**config.mk**
```make
export PLATFORM = sky130hd
export DESIGN_NAME = exec_unit
export DESIGN_NICKNAME = d
export VERILOG_FILES = /design/src/rtl/exec_pkg.sv /design/src/rtl/exec_unit_seq_mul.sv /design/src/rtl/exec_unit.sv
export SDC_FILE = /design/constraint.sdc
export NUM_CORES = 1
export LEC_CHECK = 0
export ABC_AREA = 1
export ABC_CLOCK_PERIOD_IN_PS = 1700
export BUFFER_PORTS_ARGS = -buffer_cell sky130_fd_sc_hd__buf_2
export CORE_ASPECT_RATIO = 1.4
export CORE_MARGIN = 1.5
export CORE_UTILIZATION = 30
export DETAILED_ROUTE_END_ITERATION = 8
export GPL_ROUTABILITY_DRIVEN = 0
export HOLD_SLACK_MARGIN = 0.03
export PLACE_DENSITY_LB_ADDON = 0.12
export SETUP_SLACK_MARGIN = 0.15
export SYNTH_ARGS = -nofsm -noshare
export SYNTH_HDL_FRONTEND = slang
export SYNTH_SLANG_ARGS = --single-unit
```
**constraint.sdc**
```tcl
create_clock -name clock -period 1.7 [get_ports clock]
set_input_delay 0 -clock clock [delete_from_list [all_inputs] [get_ports clock]]
set_output_delay 0 -clock clock [all_outputs]
set_load 0.02 [all_outputs]
```
**src/rtl/exec_pkg.sv**
```systemverilog
// Shared definitions for the execution unit: default widths, opcodes and FSM states.
package exec_pkg;

  localparam int DATA_W_DEF = 8;
  localparam int ADDR_W_DEF = 8;

  typedef enum logic [2:0] {
    OP_ADD = 3'd0,
    OP_SUB = 3'd1,
    OP_AND = 3'd2,
    OP_OR  = 3'd3,
    OP_XOR = 3'd4,
    OP_SHL = 3'd5,
    OP_MUL = 3'd6,
    OP_MOV = 3'd7
  } op_e;

  typedef enum logic [1:0] {
    IDLE = 2'd0,
    READ = 2'd1,
    EXEC = 2'd2,
    WB   = 2'd3
  } state_e;

endpackage

```
**src/rtl/exec_unit_seq_mul.sv**
```systemverilog
// Iterative shift-add multiplier: one multiplier bit per cycle for exactly eight cycles.
// The eight-step schedule covers an 8-bit multiplier; wider DATA_W only sees its low 8 bits of b.
module seq_mul
  import exec_pkg::*;
#(
  parameter int DATA_W = DATA_W_DEF
) (
  input  logic              clock,
  input  logic              reset_n,
  input  logic              start,
  input  logic [DATA_W-1:0] a,
  input  logic [DATA_W-1:0] b,
  output logic              busy,
  output logic [DATA_W-1:0] product,
  output logic              overflow
);

  logic [2*DATA_W-1:0] acc_q;
  logic [2*DATA_W-1:0] mcand_q;
  logic [DATA_W-1:0]   mplier_q;
  logic [2:0]          count_q;

  // start loads the operands; busy drops on the edge that completes step 7
  always_ff @(posedge clock or negedge reset_n) begin
    if (!reset_n) begin
      acc_q    <= '0;
      mcand_q  <= '0;
      mplier_q <= '0;
      count_q  <= 3'd0;
      busy     <= 1'b0;
    end else if (start) begin
      acc_q    <= '0;
      mcand_q  <= {{DATA_W{1'b0}}, a};
      mplier_q <= b;
      count_q  <= 3'd0;
      busy     <= 1'b1;
    end else if (busy) begin
      if (mplier_q[0]) begin
        acc_q <= acc_q + mcand_q;
      end
      mcand_q  <= mcand_q << 1;
      mplier_q <= mplier_q >> 1;
      count_q  <= count_q + 3'd1;
      if (count_q == 3'd7) begin
        busy <= 1'b0;
      end
    end
  end

  assign product  = acc_q[DATA_W-1:0];
  assign overflow = |acc_q[2*DATA_W-1:DATA_W];

endmodule

```
**src/rtl/exec_unit.sv**
```systemverilog
// Multi-cycle execution unit: accept, read registers, execute (ALU or iterative MUL), write back.
module exec_unit
  import exec_pkg::*;
#(
  parameter int DATA_W = DATA_W_DEF,
  parameter int ADDR_W = ADDR_W_DEF
) (
  input  logic              clock,
  input  logic              reset_n,
  input  logic              instr_valid,
  output logic              instr_ready,
  input  logic [2:0]        instr_op,
  input  logic [ADDR_W-1:0] instr_rd,
  input  logic [ADDR_W-1:0] instr_rs1,
  input  logic [ADDR_W-1:0] instr_rs2,
  output logic [ADDR_W-1:0] r1_addr,
  output logic [ADDR_W-1:0] r2_addr,
  input  logic [DATA_W-1:0] r1_data,
  input  logic [DATA_W-1:0] r2_data,
  output logic              write,
  output logic [ADDR_W-1:0] write_addr,
  output logic [DATA_W-1:0] write_data,
  output logic              done,
  output logic              flag_zero,
  output logic              flag_carry
);

  state_e            state_q, state_d;
  logic              out_of_reset_q;
  op_e               op_q;
  logic [ADDR_W-1:0] rd_q, rs1_q, rs2_q;
  logic [DATA_W-1:0] opnd_a_q, opnd_b_q, result_q;
  logic              carry_q;

  logic              accept;
  logic              mul_start, mul_busy, mul_ovf;
  logic [DATA_W-1:0] mul_product;
  logic [DATA_W-1:0] alu_result;
  logic              alu_carry;
  logic [DATA_W:0]   sum;

  // ready is held low until the first edge after reset so a just-released unit takes nothing
  assign instr_ready = out_of_reset_q && (state_q == IDLE);
  assign accept      = instr_valid && instr_ready;
  assign mul_start   = (state_q == READ) && (op_q == OP_MUL);

  assign r1_addr    = rs1_q;
  assign r2_addr    = rs2_q;
  assign write      = (state_q == WB);
  assign done       = (state_q == WB);
  assign write_addr = rd_q;
  assign write_data = result_q;

  // The multiplier loads straight from the register-file read port so its eight
  // steps fit between the READ edge and the WB edge.
  seq_mul #(.DATA_W(DATA_W)) u_mul (
    .clock    (clock),
    .reset_n  (reset_n),
    .start    (mul_start),
    .a        (r1_data),
    .b        (r2_data),
    .busy     (mul_busy),
    .product  (mul_product),
    .overflow (mul_ovf)
  );

  always_ff @(posedge clock or negedge reset_n) begin
    if (!reset_n) begin
      state_q        <= IDLE;
      out_of_reset_q <= 1'b0;
    end else begin
      state_q        <= state_d;
      out_of_reset_q <= 1'b1;
    end
  end

  always_comb begin
    state_d = state_q;
    unique case (state_q)
      IDLE:    if (accept) state_d = READ;
      READ:    state_d = EXEC;
      EXEC:    if (op_q != OP_MUL || !mul_busy) state_d = WB;
      WB:      state_d = IDLE;
      default: state_d = IDLE;
    endcase
  end

  always_comb begin
    alu_result = '0;
    alu_carry  = 1'b0;
    sum        = '0;
    case (op_q)
      OP_ADD: begin
        sum        = {1'b0, opnd_a_q} + {1'b0, opnd_b_q};
        alu_result = sum[DATA_W-1:0];
        alu_carry  = sum[DATA_W];
      end
      OP_SUB: begin
        alu_result = opnd_a_q - opnd_b_q;
        alu_carry  = (opnd_a_q < opnd_b_q);
      end
      OP_AND: alu_result = opnd_a_q & opnd_b_q;
      OP_OR:  alu_result = opnd_a_q | opnd_b_q;
      OP_XOR: alu_result = opnd_a_q ^ opnd_b_q;
      OP_SHL: alu_result = opnd_a_q << opnd_b_q[2:0];
      OP_MUL: begin
        alu_result = mul_product;
        alu_carry  = mul_ovf;
      end
      OP_MOV: alu_result = opnd_a_q;
      default: ;
    endcase
  end

  // Flags come from the result register so they change only on the edge leaving WB
  always_ff @(posedge clock or negedge reset_n) begin
    if (!reset_n) begin
      op_q       <= OP_ADD;
      rd_q       <= '0;
      rs1_q      <= '0;
      rs2_q      <= '0;
      opnd_a_q   <= '0;
      opnd_b_q   <= '0;
      result_q   <= '0;
      carry_q    <= 1'b0;
      flag_zero  <= 1'b0;
      flag_carry <= 1'b0;
    end else begin
      if (accept) begin
        op_q  <= op_e'(instr_op);
        rd_q  <= instr_rd;
        rs1_q <= instr_rs1;
        rs2_q <= instr_rs2;
      end
      if (state_q == READ) begin
        opnd_a_q <= r1_data;
        opnd_b_q <= r2_data;
      end
      if (state_q == EXEC && state_d == WB) begin
        result_q <= alu_result;
        carry_q  <= alu_carry;
      end
      if (state_q == WB) begin
        flag_zero  <= (result_q == '0);
        flag_carry <= carry_q;
      end
    end
  end

endmodule

```
* Yosys cells after proc, flatten, opt, wreduce, memory -nomap -nowiden *
Cells that the tools add are included.

storage, ports and cells
  memory bits (writable) = 0
  memories = 0
  flip-flop bits (word level) = 101
  logic and storage cells = 69
  input bits = 46
  latch bits = 0
  memory bits (read-only) = 0
  output and inout port bits = 37

operators by class
  mux-type cells = 17
  div/mod/pow operators = 0
  equal/unequal tests = 13
  $lt $le $gt $ge = 1
  bitwise logic cells = 3
  reductions and logical operators = 13
  multipliers = 0
  add/subtract/negate cells = 4
  shifts and indexed selects = 1

operators by type and width
  operator                                       count
  two-way mux 16 bit                             5
  case mux 8 bit (8 select lines)                1
  adder 16 bit                                   1
  two-way mux 8 bit                              2
  == test 3 bit, second input constant           5
  adder 8 x 8 -> 9 bit                           1
  AND 8 bit                                      1
  zero test 8 bit                                1
  less-than comparator 8 bit                     1
  OR 8 bit                                       1
  case mux 2 bit (4 select lines)                1
  OR reduction 8 bit                             1
  << shifter 8 x 3 -> 8 bit                      1
  subtractor 8 bit                               1
  bitwise XOR 8 bit                              1
  == test 2 bit, second input constant           3
  == test 3 x 2 -> 1 bit, second input constant  2
  two-way mux 3 bit                              2
  logical AND 1 bit                              4
  two-way mux 2 bit                              2
  nonzero test 2 bit                             2
  adder 3 x 1 -> 3 bit, second input constant    1
  == test 3 x 1 -> 1 bit, second input constant  1
  zero test 3 bit                                1
  other kinds (8)                                10

* Longest topological paths before layout *
  word-level depth = 7
  gate-level depth with buffers = 13
  depth with buffers taken out = 13

* Modules after synthesis *
A second synthesis with hierarchy kept.

unflattened totals
  cell total of the unflattened synthesis = 853
  area total of the unflattened synthesis = 6,563.8 sq um

modules (own cells, without submodules)
  module     sequential area each (sq um)  area each (sq um)  instances  cells an instance
  exec_unit  1,426.4                       3,851.2            1          494
  seq_mul    1,101.1                       2,712.6            1          359

* Worst setup path after synthesis *
OpenSTA, ideal clock, no wires.

  path type = reg-to-reg
  start point = register opnd_a_q[0]
  end point = register result_q[6] (netlist: write_data[6])
  buffers on the path = 0
  cell stages (with the launch flop) = 13
  period minus slack after synthesis = 1.734 ns
  path slack = -0.034 ns
  arrival = 1.617 ns
  required time = 1.583 ns
  library setup time = 0.117 ns
  cell sequence = dfrtp_1 -> inv_1 -> ha_1 -> inv_1 -> fa_1 -> nand3_1 -> nand2_1 -> nand2_1 -> nand3_1 -> nand3_1 -> nand2_1 -> nand2_1 -> nand2_1

on the way
  word-level cells in the longest chain between the ends = 2
  elaborated cells on any way between the ends = 4
  those cells by class = add/sub: 2; shift: 1; mux: 1

RTL lines
  what                                      RTL line          text
  start, declared                           exec_unit.sv:32   logic [DATA_W-1:0] opnd_a_q, opnd_b_q, result_q;
  start signal, assigned                    exec_unit.sv:136  opnd_a_q <= r1_data;
  subtractor 8 bit (tied with other cells)  exec_unit.sv:99   alu_result = opnd_a_q - opnd_b_q;
  case mux 8 bit (8 select lines) (*)       exec_unit.sv:92   case (op_q)
  end signal, assigned                      exec_unit.sv:140  result_q <= alu_result;
  end, declared                             exec_unit.sv:32

Mark *: on every way between the ends. The rest lies on a longest branch, timed or not.
A chain may end at the register's enable or synchronous reset.

* Final worst setup path *
  start point = register u_mul.mcand_q[0]
  end point = register u_mul.acc_q[14]

on the way
  word-level cells in the longest chain between the ends = 4

RTL lines
  what                    RTL line                 text
  start, declared         exec_unit_seq_mul.sv:19  logic [2*DATA_W-1:0] mcand_q;
  start signal, assigned  exec_unit_seq_mul.sv:33  mcand_q <= {{DATA_W{1'b0}}, a};
  start signal, assigned  exec_unit_seq_mul.sv:41  mcand_q <= mcand_q << 1;
  adder 16 bit            exec_unit_seq_mul.sv:39  acc_q <= acc_q + mcand_q;
  two-way mux 16 bit      exec_unit_seq_mul.sv:38  if (mplier_q[0]) begin
  two-way mux 16 bit      exec_unit_seq_mul.sv:37  end else if (busy) begin
  two-way mux 16 bit      exec_unit_seq_mul.sv:31  end else if (start) begin
  end signal, assigned    exec_unit_seq_mul.sv:39
  end, declared           exec_unit_seq_mul.sv:18  logic [2*DATA_W-1:0] acc_q;

No other way between the ends. The select of a mux whose other input is x is not followed.

==> impl_metrics.tcl <==
set metrics [dict create \
    outcome "complete, but fails checks" \
    failed_checks "negative setup slack" \
    power_mw 19.8 \
    yosysWarnings 0 \
    seq_area_frac_synth_pct 39.3 \
    syn2layout_area_growth_pct 57.3 \
    post-route-util_pct 47.8 \
    num_rows 63 \
    powerDensity_nw_per_um2 1960 \
    synth_ff_type "dfrtp_1" \
    synth_cells 822 \
    grt_use_total_pct 19.8 \
    clock_latency_ns 0.37 \
    ys_seq_elements 101 \
    r2r_cells 11 \
    hold_ws_ns 0.0993 \
    start_util_pct 30.4 \
    slowest_stage "dfrtp_1" \
    insertedDiodeCount 0 \
    swShare_pct 47.0 \
    final_nets 1164 \
    max_freq_ghz 0.583 \
    cts.sinks 101 \
    htreeDepth 3 \
    synth_compound_gate_area_share_pct 11.1 \
    critPathRequiredTime_ns 2.01 \
    startpoint_type "flip-flop" \
    hold_viol 0 \
    antenna_found_initial 0 \
    async_flop_share_pct 100 \
    cp-end-kind "flip-flop" \
    synth_fp_nets 919 \
    finalSetupViolations 6 \
    yosys.area_share.simple_pct 25.7 \
    post-route-min-period_ns 1.71 \
    skew_ns 0.0157 \
    ir_drop_v 0.000699 \
    die_h_um 176 \
    synth-xor-area-share_pct 0.818 \
    synth_top_family_by_area "simple AND/OR/NAND/NOR gates" \
    cp_max_fo 4 \
    drv_slew 0 \
    grt_max_degree 46 \
    internal_power_mw 10.5 \
    muxShareOfSynthArea_pct 4.38 \
    path_clk_slew_ns 0.08 \
    postSynthAreaPerCell_um2 7.82 \
    clockBufferDepth 2 \
    num-fill-cells 2130 \
    cpPeakStageDelay_ns 0.40 \
    path_class "reg2reg" \
    synth_edf_count 0 \
    fin_setup_tns_ns -0.0442 \
    root_buffer "clkbuf_16" \
    finalCritPeriodShare_pct 101 \
    vias 6438 \
    maxCapViolCount 0 \
    ant_nets 0 \
    cp.arrival_ns 2.02 \
    io_pins 83 \
    die_w_um 127 \
    netlist_area_um2 6430 \
    clkPwrFrac_pct 11.1 \
    rsz0062_at_grt "yes" \
    tritoncts "built" \
    drive_above_1_share_pct 41.5 \
    wl_per_cell_um 16.8 \
    crit_chain "ha_2 > fa_2 > nand3_2 > nand2_4 > nand3_4 > nand2_4 > nand2_4 > nand2_1 > nand2_1 > nand3_1 > nand2_1" \
    dieArea_um2 22300 \
    viasPerCell 4.83 \
    p_seq_share_pct 21.5 \
    grt_first_pass_wirelength_mm 34.5 \
    first_pass_iters 5 \
    power.switching_mw 9.29 \
    hpwl_mm 16.1 \
    wirelength_mm 22.4 \
    leakage_nw 4.98 \
    grt_pass1_vias 6486 \
    power.share.combinational_pct 67.5 \
    synth_fa_ha_area_share_pct 10.3 \
    grt_overflow_total 0 \
    drc 0 \
    yosysUniqueCellTypes 39 \
    drt-initial-drc-count 269 \
    timing.final.ws_setup_ns -0.0142 \
    core_um2 21100 \
    port_buffers 82 \
    cts_buffers 9 \
    min_path_type "in2async" \
]
[cells by family after synthesis]
kind of cell | count (synthesis)
flip-flops | 101
buffers and inverters | 129
AO/OA/AOI/OAI | 125
XOR/XNOR | 6
other | 1
AND/OR/NAND/NOR | 384
multiplexers | 25
adder cells (fa/ha/maj) | 51
[cells in the final DEF (no fill, tap or decap), types with 7 or more instances in the layout]
cell	Yosys	routed
mux2_2	25	25
ha_1	48	17
nand2_1	215	170
nor2_1	63	56
o22ai_1	13	9
nand3_4	1	7
nand2_2	2	26
a21oi_1	38	20
inv_2	6	19
nand4_1	7	7
o21ai_2	0	8
clkbuf_16	0	13
dlygate4sd3_1	0	44
buf_2	8	81
buf_6	4	25
inv_1	102	80
nand3_2	0	14
nand2_4	2	18
nand3_1	75	55
o21ai_0	46	32
a21oi_2	0	15
o21ai_1	1	7
a21boi_2	0	10
ha_4	0	26
buf_4	2	90
dfrtp_1	101	97
[Yosys cell counts, types with 3 or more instances]
master,number,area share (%)
nand2_1,215,13
inv_1,102,6.0
dfrtp_1,101,39
nand3_1,75,5.8
nor2_1,63,3.7
ha_1,48,9.3
o21ai_0,46,3.6
a21oi_1,38,3.0
mux2_2,25,4.4
o22ai_1,13,1.3
a21boi_1,12,1.4
buf_2,8,0.62
nand4_1,7,0.68
clkbuf_1,6,0.35
inv_2,6,0.35
nand3b_1,6,0.70
o211ai_1,6,0.70
buf_6,4,0.70
o311ai_0,4,0.55
xor2_1,4,0.55
fa_1,3,0.93
nor3_1,3,0.23
o21a_1,3,0.35
[final timing paths]
path	from	to	slack, ns
worst min-delay path	reset_n	write_data[5]	0.1
min in group clock	instr_valid	op_q[2]	0.15
worst min register to register	u_mul.mplier_q[6]	u_mul.mplier_q[6]	0.49
max in group asynchronous	reset_n	u_mul.mplier_q[0]	0.87
worst max-delay path	u_mul.mcand_q[0]	u_mul.acc_q[14]	-0.01
worst max register to register	u_mul.mcand_q[0]	u_mul.acc_q[14]	-0.01
[repair_timing]
item,CTS,global route
hold endpoints to repair,155,0
cloned,1,6
endpoints found under the setup margin,65,62
pin swaps,47,57
hold buffers,44,0
setup buffers,27,14
resized for setup,123,144
[layout make-up]
type                            count  area, µm²  share of cell area [%]
Clock inverter                      7       87.6                   0.867
Clock buffer                        9        225                    2.23
Sequential cell                   101       2530                    25.1
Timing Repair Buffer              253       2080                    20.6
Tap cell                          260        325                    3.22
Inverter                          109        447                    4.42
Multi-Input combinational cell    593       4410                    43.6
[power groups by stage]
stage	Combinational, mW	Sequential (mW)	Clock, mW
2_1_floorplan	5.76	4.60	0
3_3_place_gp	10.0	4.15	0
3_5_place_dp	10.0	4.17	0
4_1_cts	11.9	4.20	2.26
5_1_grt	14.6	4.36	2.34
6_report	13.3	4.24	2.19
[critical path, delay by kind of cell, from the launching register on]
kind,cells,cell delay (ns)
adders and majority gates,2,0.60
DFF,1,0.40
and+or+nand+nor,9,0.64
[metrics by stage]
stage | cell area (µm²) | cells | setup WS [ns]
floorplan | 6570 | 822 | 0.0645
global placement | 7820 | 1224 | -0.0151
detailed placement | 7820 | 1224 | -0.0206
CTS | 9330 | 1312 | -0.0158
global route | 10100 | 1332 | -0.138
finish | 10100 | 1332 | -0.0142
[layer usage]
metal | part of all wire [%] | routed length, µm | GRT usage, % | vias up
met3 | 1.8 | 404 | 2.45 | 47
met2 | 55 | 12200 | 37.8 | 105
met1 | 40 | 8920 | 22.0 | 3105
met5 | 0 | 0 | 0 | -
met4 | 3.8 | 847 | 8.43 | 0
li1 | - | - | - | 3181
[sequential cells by signal, indices dropped and copies added, names as in the netlist, 3 cells and up]
| register | cells |
|---|---|
| op_q | 3 |
| opnd_a_q | 8 |
| r2_addr | 8 |
| u_mul.count_q | 3 |
| u_mul.mplier_q | 8 |
| u_mul.acc_q | 16 |
| opnd_b_q | 8 |
| write_addr | 8 |
| u_mul.mcand_q | 16 |
| write_data | 8 |
| r1_addr | 8 |
Note: power is estimated with default switching activity, not from simulation.
